File: config.mk
export PLATFORM = sky130hd
export DESIGN_NAME = ref_mem_ctrl_param
export DESIGN_NICKNAME = d
export VERILOG_FILES = /design/src/rtl/ref_mem_ctrl_param.sv
export SDC_FILE = /design/constraint.sdc
export NUM_CORES = 1
export LEC_CHECK = 0
export CAP_MARGIN = 25
export CORE_AREA = 10 10 186 188
export DETAILED_ROUTE_END_ITERATION = 7
export DIE_AREA = 0 0 196 198
export HOLD_SLACK_MARGIN = 0.06
export MAX_ROUTING_LAYER = met4
export PLACE_DENSITY = 0.63
export SYNTH_ARGS = -nofsm -noshare
export SYNTH_HDL_FRONTEND = slang
export SYNTH_SLANG_ARGS = --single-unit
File: constraint.sdc
create_clock -name clk -period 2.8 [get_ports clk]
set_input_delay 0.42 -clock clk [delete_from_list [all_inputs] [get_ports clk]]
set_output_delay 0.42 -clock clk [all_outputs]
set_load 0.02 [all_outputs]
File: src/rtl/ref_mem_ctrl_param.sv
// ref_mem_ctrl_param: banked reference-SRAM preload/prime/search controller feeding the ME PE array
module ref_mem_ctrl_param #(
  parameter int NUM_BANKS   = 32,
  parameter int GROUP_BANKS = 4,
  parameter int ADDR_W      = 7,
  parameter int PRE_ROWS    = 96,
  parameter int TILE_ROWS   = 24,
  parameter int NUM_COLS    = 7,
  parameter int COL_SHIFT   = 8,
  parameter int PRIME_ROWS  = 4,
  parameter int REUSE_ROW   = 3
) (
  input  logic                          clk,
  input  logic                          rst,
  input  logic                          start,
  input  logic                          ref_valid,
  output logic                          ref_ready,
  output logic [NUM_BANKS-1:0]          bank_we,
  output logic [NUM_BANKS*ADDR_W-1:0]   wr_addr_all,
  input  logic                          pe_ready,
  output logic                          rd_en,
  output logic [NUM_BANKS*ADDR_W-1:0]   rd_addr_all,
  output logic [$clog2(NUM_COLS)-1:0]   rd_col,
  output logic                          rd_half,
  output logic                          rd_reuse,
  output logic                          busy,
  output logic                          done
);
  localparam int NG = NUM_BANKS / GROUP_BANKS;
  localparam int GW = NG > 1 ? $clog2(NG) : 1;
  localparam int IW = $clog2(TILE_ROWS + 1);
  localparam int CW = $clog2(NUM_COLS);
  typedef enum logic [2:0] {IDLE, PRELOAD, PRIME, SEARCH, DONE} state_t;
  state_t state_q, state_d;
  logic [GW-1:0] g_q, g_d;
  logic [ADDR_W-1:0] r_q, r_d, p_q, p_d;
  logic [CW-1:0] c_q, c_d, rd_col_q, rd_col_d;
  logic [IW-1:0] i_q, i_d;
  logic h_q, h_d, rd_en_q, rd_en_d, rd_half_q, rd_half_d, rd_reuse_q, rd_reuse_d, done_q, done_d;
  logic [NUM_BANKS*ADDR_W-1:0] rd_addr_q, rd_addr_d, s_addr;
  logic [31:0] k_w, q_w, m_w, row_w;
  logic r_last, g_last, p_last, i_last, c_last;
  assign r_last = r_q == ADDR_W'(PRE_ROWS - 1);
  assign g_last = g_q == GW'(NG - 1);
  assign p_last = p_q == ADDR_W'(PRIME_ROWS - 1);
  assign i_last = i_q == IW'(TILE_ROWS);
  assign c_last = c_q == CW'(NUM_COLS - 1);
  always_comb begin
    k_w = 32'(c_q) * 32'(COL_SHIFT);
    q_w = k_w / 32'(NUM_BANKS);
    m_w = k_w % 32'(NUM_BANKS);
    row_w = (32'(i_q) > 32'(REUSE_ROW)) ? 32'(i_q) - 32'd1 : 32'(i_q);
    for (int b = 0; b < NUM_BANKS; b++)
      s_addr[b*ADDR_W +: ADDR_W] = ADDR_W'(row_w + 32'(TILE_ROWS) * (32'(h_q) + q_w + ((32'(b) < m_w) ? 32'd1 : 32'd0)));
  end
  always_comb begin
    state_d = state_q;
    g_d = g_q;
    r_d = r_q;
    p_d = p_q;
    c_d = c_q;
    h_d = h_q;
    i_d = i_q;
    rd_en_d = 1'b0;
    rd_addr_d = rd_addr_q;
    rd_col_d = rd_col_q;
    rd_half_d = rd_half_q;
    rd_reuse_d = rd_reuse_q;
    done_d = 1'b0;
    case (state_q)
      IDLE: begin
        g_d = '0;
        r_d = '0;
        p_d = '0;
        c_d = '0;
        h_d = 1'b0;
        i_d = '0;
        state_d = start ? PRELOAD : IDLE;
      end
      PRELOAD: if (ref_valid) begin
        r_d = r_last ? '0 : r_q + 1'b1;
        g_d = r_last ? g_q + 1'b1 : g_q;
        state_d = (r_last && g_last) ? PRIME : PRELOAD;
      end
      PRIME: if (pe_ready) begin
        rd_en_d = 1'b1;
        rd_addr_d = {NUM_BANKS{p_q}};
        rd_col_d = '0;
        rd_half_d = 1'b0;
        rd_reuse_d = 1'b0;
        p_d = p_q + 1'b1;
        state_d = p_last ? SEARCH : PRIME;
      end
      SEARCH: if (pe_ready) begin
        rd_en_d = 1'b1;
        rd_addr_d = s_addr;
        rd_col_d = c_q;
        rd_half_d = h_q;
        rd_reuse_d = i_q == IW'(REUSE_ROW + 1);
        i_d = i_last ? '0 : i_q + 1'b1;
        h_d = i_last ? ~h_q : h_q;
        c_d = (i_last && h_q) ? c_q + 1'b1 : c_q;
        state_d = (i_last && h_q && c_last) ? DONE : SEARCH;
      end
      DONE: begin
        done_d = !done_q;
        state_d = done_q ? IDLE : DONE;
      end
      default: state_d = IDLE;
    endcase
  end
  always_ff @(posedge clk) begin
    if (rst) begin
      state_q <= IDLE;
      g_q <= '0;
      r_q <= '0;
      p_q <= '0;
      c_q <= '0;
      h_q <= 1'b0;
      i_q <= '0;
      rd_en_q <= 1'b0;
      rd_addr_q <= '0;
      rd_col_q <= '0;
      rd_half_q <= 1'b0;
      rd_reuse_q <= 1'b0;
      done_q <= 1'b0;
    end else begin
      state_q <= state_d;
      g_q <= g_d;
      r_q <= r_d;
      p_q <= p_d;
      c_q <= c_d;
      h_q <= h_d;
      i_q <= i_d;
      rd_en_q <= rd_en_d;
      rd_addr_q <= rd_addr_d;
      rd_col_q <= rd_col_d;
      rd_half_q <= rd_half_d;
      rd_reuse_q <= rd_reuse_d;
      done_q <= done_d;
    end
  end
  assign ref_ready = state_q == PRELOAD;
  assign busy = state_q != IDLE;
  assign bank_we = (ref_valid && ref_ready) ? NUM_BANKS'({GROUP_BANKS{1'b1}}) << (32'(g_q) * 32'(GROUP_BANKS)) : '0;
  assign wr_addr_all = {NUM_BANKS{r_q}};
  assign rd_en = rd_en_q;
  assign rd_addr_all = rd_addr_q;
  assign rd_col = rd_col_q;
  assign rd_half = rd_half_q;
  assign rd_reuse = rd_reuse_q;
  assign done = done_q;
endmodule

Word level (Yosys, flattened, before mapping) --
Cells that the tools add are included.
Storage, ports and cells: register bits after elaboration 260, bits of input ports 5, output and inout bits 489
Cells by class: $add $sub $neg 71, multiply operators 32, $lt $le $gt $ge 33, eq/ne operators 16, shift operators 1, muxes and demuxes 72, bitwise logic cells 3, reduce and logical (&&, ||, !) cells 22
Operators by type and width (count):
- $add A32 B1 Y32 | 31
- $mul A2 B32 Y4 const A | 31
- $mux W224 | 2
- $pmux W224 S2 | 1
- $add A7 B7 Y7 | 32
- $lt A5 B5 Y1 const A | 16
- $lt A4 B5 Y1 const A | 8
- $mux W1 | 40
- $mux W3 | 11
- $mux W32 | 1
- $shl A4 B5 Y32 const A | 1
- $mux W7 | 4
- $pmux W7 S2 | 2
- $lt A3 B5 Y1 const A | 4
- $pmux W3 S2 | 3
- $pmux W3 S5 | 1
- $reduce_and A3 Y1 | 5
- $add A7 B1 Y7 const B | 2
- $lt A1 B5 Y1 const A | 2
- $lt A2 B5 Y1 const A | 2
- $mux W5 | 2
- $ne A2 B2 Y1 const B | 5
- $pmux W5 S2 | 1
- $eq A3 B3 Y1 const B | 3
- other kinds (24) | 40

Depth between registers and ports, before layout --
depth after elaboration 7, depth in mapped cells 12, mapped depth without buffers 12

Worst setup path after synthesis --
Ideal clock, no wire load.
kind register to register, from reg h_q, to reg rd_addr_q[167], in the netlist rd_addr_all[167], setup time 0.112 ns, arrival 2.717 ns, path slack -0.029 ns, stages on the path, launching flop included 11, buffers on the path 0, period minus slack after synthesis 2.829 ns, path through dfxtp_1 -> inv_1 -> ha_1 -> ha_1 -> fa_1 -> inv_1 -> ha_1 -> a21oi_1 -> nor2b_1 -> xnor2_1 -> a2111oi_1
On the way: longest elaborated chain between the ends 6
RTL lines:
- start: declaration | line 39 | logic h_q, h_d, rd_en_q, rd_en_d, rd_half_q, rd_half_d, rd_reuse_q, rd_reuse_d, done_q, done_d;
- start signal: assignment | line 119 | h_q <= 1'b0;
- start signal: assignment | line 133 | h_q <= h_d;
- $add A1 B1 Y2 | line 54 | s_addr[b*ADDR_W +: ADDR_W] = ADDR_W'(row_w + 32'(TILE_ROWS) * (32'(h_q) + q_w + ((32'(b) < m_w) ? 32'd1 : 32'd ...
- $add A32 B1 Y32 | line 54
- $mul A2 B32 Y4 | line 54
- $add A7 B7 Y7 | line 54
- $mux W224 | line 94 | SEARCH: if (pe_ready) begin
- $pmux W224 S2 | line 70 | case (state_q)
- end signal: assignment | line 136 | rd_addr_q <= rd_addr_d;
- end: declaration | line 40 | logic [NUM_BANKS*ADDR_W-1:0] rd_addr_q, rd_addr_d, s_addr;
Every way passes these cells. The select of a mux whose other input is x is not followed. A chain may end at the register's enable or synchronous reset.

Worst setup path after layout --
from in ref_valid, to out bank_we[18]
On the way: longest elaborated chain between the ends 2
RTL lines:
- start: declaration | line 16 | input logic ref_valid,
- $logic_and A1 B1 Y1 | line 145 | assign bank_we = (ref_valid && ref_ready) ? NUM_BANKS'({GROUP_BANKS{1'b1}}) << (32'(g_q) * 32'(GROUP_BANKS)) : ...
- $mux W32 | line 145
- end: declaration | line 18 | output logic [NUM_BANKS-1:0] bank_we,
Every way passes these cells.

==> summary.txt <==
Floorplanning
  – Initial Utilization: 0.219
  – DIE WIDTH: around 200 um
  – Core area: 31,100 um^2
  – Row cnt: 65
  – Die area: 38,800 um^2
  – I/O Pins: 494
  – Die Y-Extent: 198 um

Synthesis
  – FF+latch count, synth: 55
  – Post-Syn Nets: between 800 and 900
  – Seq/Total Area, Yosys: 0.162
  – YS warnings: 0
  – Syn Area/Cell: 8.06 um^2
  – Synth top area cells: buf_4 (50%), dfxtp_1 (16%), ha_1 (5.0%)
  – Share of the synthesized area in the top cell type: 0.497
  – Synthesized instance count: about 840
  – Yosys cell types: between 50 and 60
  – Leading area contributor after synthesis: buf_4
  – Top FF cell, synth: dfxtp_1
  – Post-Syn Area: around 6800 um^2
  – EDFF count, synth: 0
  – Ys async rst share: 0

Placement
  – HPWL Detailed: approximately 18,000 um
  – Number of port buffers: 493
  – GPL Wtd Cong: 0.817
  – Placed Area: just over 9000 um^2

Drt
  – Vias per cell: 3.82
  – Initial DRT Pass Iterations: 4
  – Drc violations: 0
  – Metal3 WL: around 2300 um
  – Final WL: about 22,000 um
  – Routed WL per cell: around 17 um
  – Post-route ant nets: 0
  – DR vias: just over 5,000
  – DRT iter0 DRCs: approximately 180
  – Top sig layer: met4
  – Met2 wire len: approximately 11,000 um
  – Met1 WL: 8640 um

Outcome
  – Status: finished clean

Clock tree
  – CTS tree: yes
  – CTS buffer count: 5
  – Clock-pin slew on the worst setup and hold paths: 80 ps
  – CTS Buffer Depth: 2
  – CTS H-tree depth: 2
  – Worst-Skew Late Latency: between 300 and 400 ps
  – Clk sinks: between 50 and 60
  – Clock Tree Root: clkbuf_16
  – Post-CTS Hold Fix Bufs: 0

Pwr
  – Max VDD drop: about 240 uV
  – Pwr/cell area: 183 nW/um^2
  – Pleak: between 0.003 and 0.004 uW

STA
  – Final setup fails: 0
  – Final worst path period share: 0.970
  – Actual slew at the worst max-slew pin: 518 ps
  – Rel. slew slack: 0.655
  – Minimum clock period: 2720 ps
  – Worst hold slack: roughly 460 ps
  – Skew final: a little under 10 ps
  – Fin Setup TNS: 0 ps
  – Max Transition Viols Final: 0
  – Final hold violation count: 0
  – Fmax: ~0.37 GHz
  – RSZ-0062 raised after global routing: yes

Global routing
  – Vias in the first global route: 5,217
  – Total gr overflow: 0
  – GR Util All Layers: 0.104
  – First-pass GRT wire length: 31,500 um
  – Initial antenna violation count: 0
  – Largest net degree at the start of global routing: 38

Cells and area
  – Fin util: 0.299
  – N_diodes: 0
  – Layout Nets: 962
  – P&R area growth vs syn: 36.4%
  – Finished layout cell area: 9280 um^2
  – Share of layout cells above drive strength 1: 0.0817

Min path
  – HP Class: reg -> reg

Flow run
  – Max Cap Viol: 0

Worst setup path
  – Worst-path fanout max: 5
  – Crit path DAT: roughly 2300 ps
  – Critical Path RT: between 2000 and 2500 ps
  – Worst setup path class: in -> out
  – CP Launch Type: input port
  – Crit. End Element: output port
## synthesized netlist by cell type, types with 3 or more instances
library cell / instances
ha_1: 27
or3_1: 6
inv_1: 26
dfxtp_1: 55
a21o_1: 3
buf_2: 4
clkbuf_1: 8
nor3_1: 6
a31oi_1: 3
buf_4: 450
o2111ai_1: 3
and3_1: 9
nand3_1: 3
nand2_1: 24
nor4_1: 3
nand4_1: 9
a211oi_1: 8
a22oi_1: 5
xor2_1: 14
o21ai_0: 18
and2_1: 8
xnor2_1: 4
a21oi_1: 31
fa_1: 13
nor2b_1: 3
nand2b_1: 5
nand3b_1: 4
o22ai_1: 4
nor2_1: 52
## layout by cell type, fill, tap and decap left out, types with 3 or more instances in the layout
| cell | n |
|---|---|
| a21oi_1 | 28 |
| or3_1 | 6 |
| inv_2 | 4 |
| inv_1 | 22 |
| nand2_1 | 24 |
| nor2b_1 | 3 |
| nand2b_1 | 5 |
| clkbuf_16 | 5 |
| buf_4 | 39 |
| a21oi_2 | 3 |
| o2111ai_1 | 3 |
| dfxtp_1 | 51 |
| nand4_1 | 9 |
| nor4_1 | 3 |
| nand3b_1 | 4 |
| o22ai_1 | 4 |
| fa_1 | 12 |
| nand3_1 | 3 |
| dfxtp_2 | 4 |
| and2_1 | 8 |
| xnor2_1 | 4 |
| nor2_1 | 52 |
| a211oi_1 | 8 |
| xor2_1 | 14 |
| nor3_1 | 6 |
| a2111oi_1 | 3 |
| a31oi_1 | 3 |
| o21ai_0 | 18 |
| clkdlybuf4s50_1 | 489 |
| a22oi_1 | 5 |
| ha_1 | 23 |
| and3_1 | 9 |
| dlymetal6s2s_1 | 4 |
## where the power goes
part / internal, uW / total (uW) / switching, uW
Sequential: 786 / 792 / 6.11
Clock: 338 / 660 / 323
Combinational: 107 / 245 / 138
Total: 1230 / 1700 / 467
## metrics by stage
stage,power [uW],worst slack [ps],instances
2_1_floorplan,973,25.4,844
3_3_place_gp,1050,47.4,1309
3_5_place_dp,1050,-61.8,1309
4_1_cts,1720,15.6,1317
5_1_grt,1770,-27.1,1320
6_report,1700,83.8,1320
## layer usage
layer,vias to the layer above,global-route usage
met5,-,-
met4,0,0.0189
met3,8,0.0416
met2,305,0.181
met1,2316,0.110
li1,2417,-
## worst max-delay path, cell delays in order
cell and delay, ps:
clkdlybuf4s50_1 560, nand2b_4 70, nor3_1 130, buf_4 160, and3_1 290, clkdlybuf4s50_1 670
## flip-flops by register name (all words and copies together), names as in the netlist, 3 cells and up
signal / count
c_q: 3
g_q: 3
i_q: 5
p_q: 7
r_q: 7
rd_addr_all: 19
rd_col: 3
state_q: 3
## final cells by class
class	count	area (um^2)
inverter	26	97.6
clock buffer	5	125
timing repair buffer	533	5260
fill	3246	21800
sequential	55	1110
clock inverter	3	23.8
tap	402	503
multi-input combinational	296	2170
## worst paths after layout
kind | end | slack, ps | from | cells past startpoint
worst min-delay path | h_q$_SDFFE_PP0P_ | 460 | h_q$_SDFFE_PP0P_ | 2
worst max-delay path | bank_we[18] | 80 | ref_valid | 6
worst min register to register | h_q$_SDFFE_PP0P_ | 460 | h_q$_SDFFE_PP0P_ | 2
worst max register to register | rd_addr_all[53]$_SDFFE_PP0P_ | 90 | c_q[0]$_SDFFE_PP0P_ | 8
## kinds of logic after synthesis
kind of cell,share of synthesized area
simple gates,0.116
flops,0.162
buf+inv,0.526
compound gates,0.0826
fa+ha+maj,0.0879
mux,0.00166
xor+xnor,0.0232
## repair_timing
item / in CTS / in global routing
endpoints found under the setup margin: 3 / 9
resized for setup: 3 / 20
buffers inserted: 0 / 3
pin swaps: 3 / 10
(Power assumes the default switching activity.)
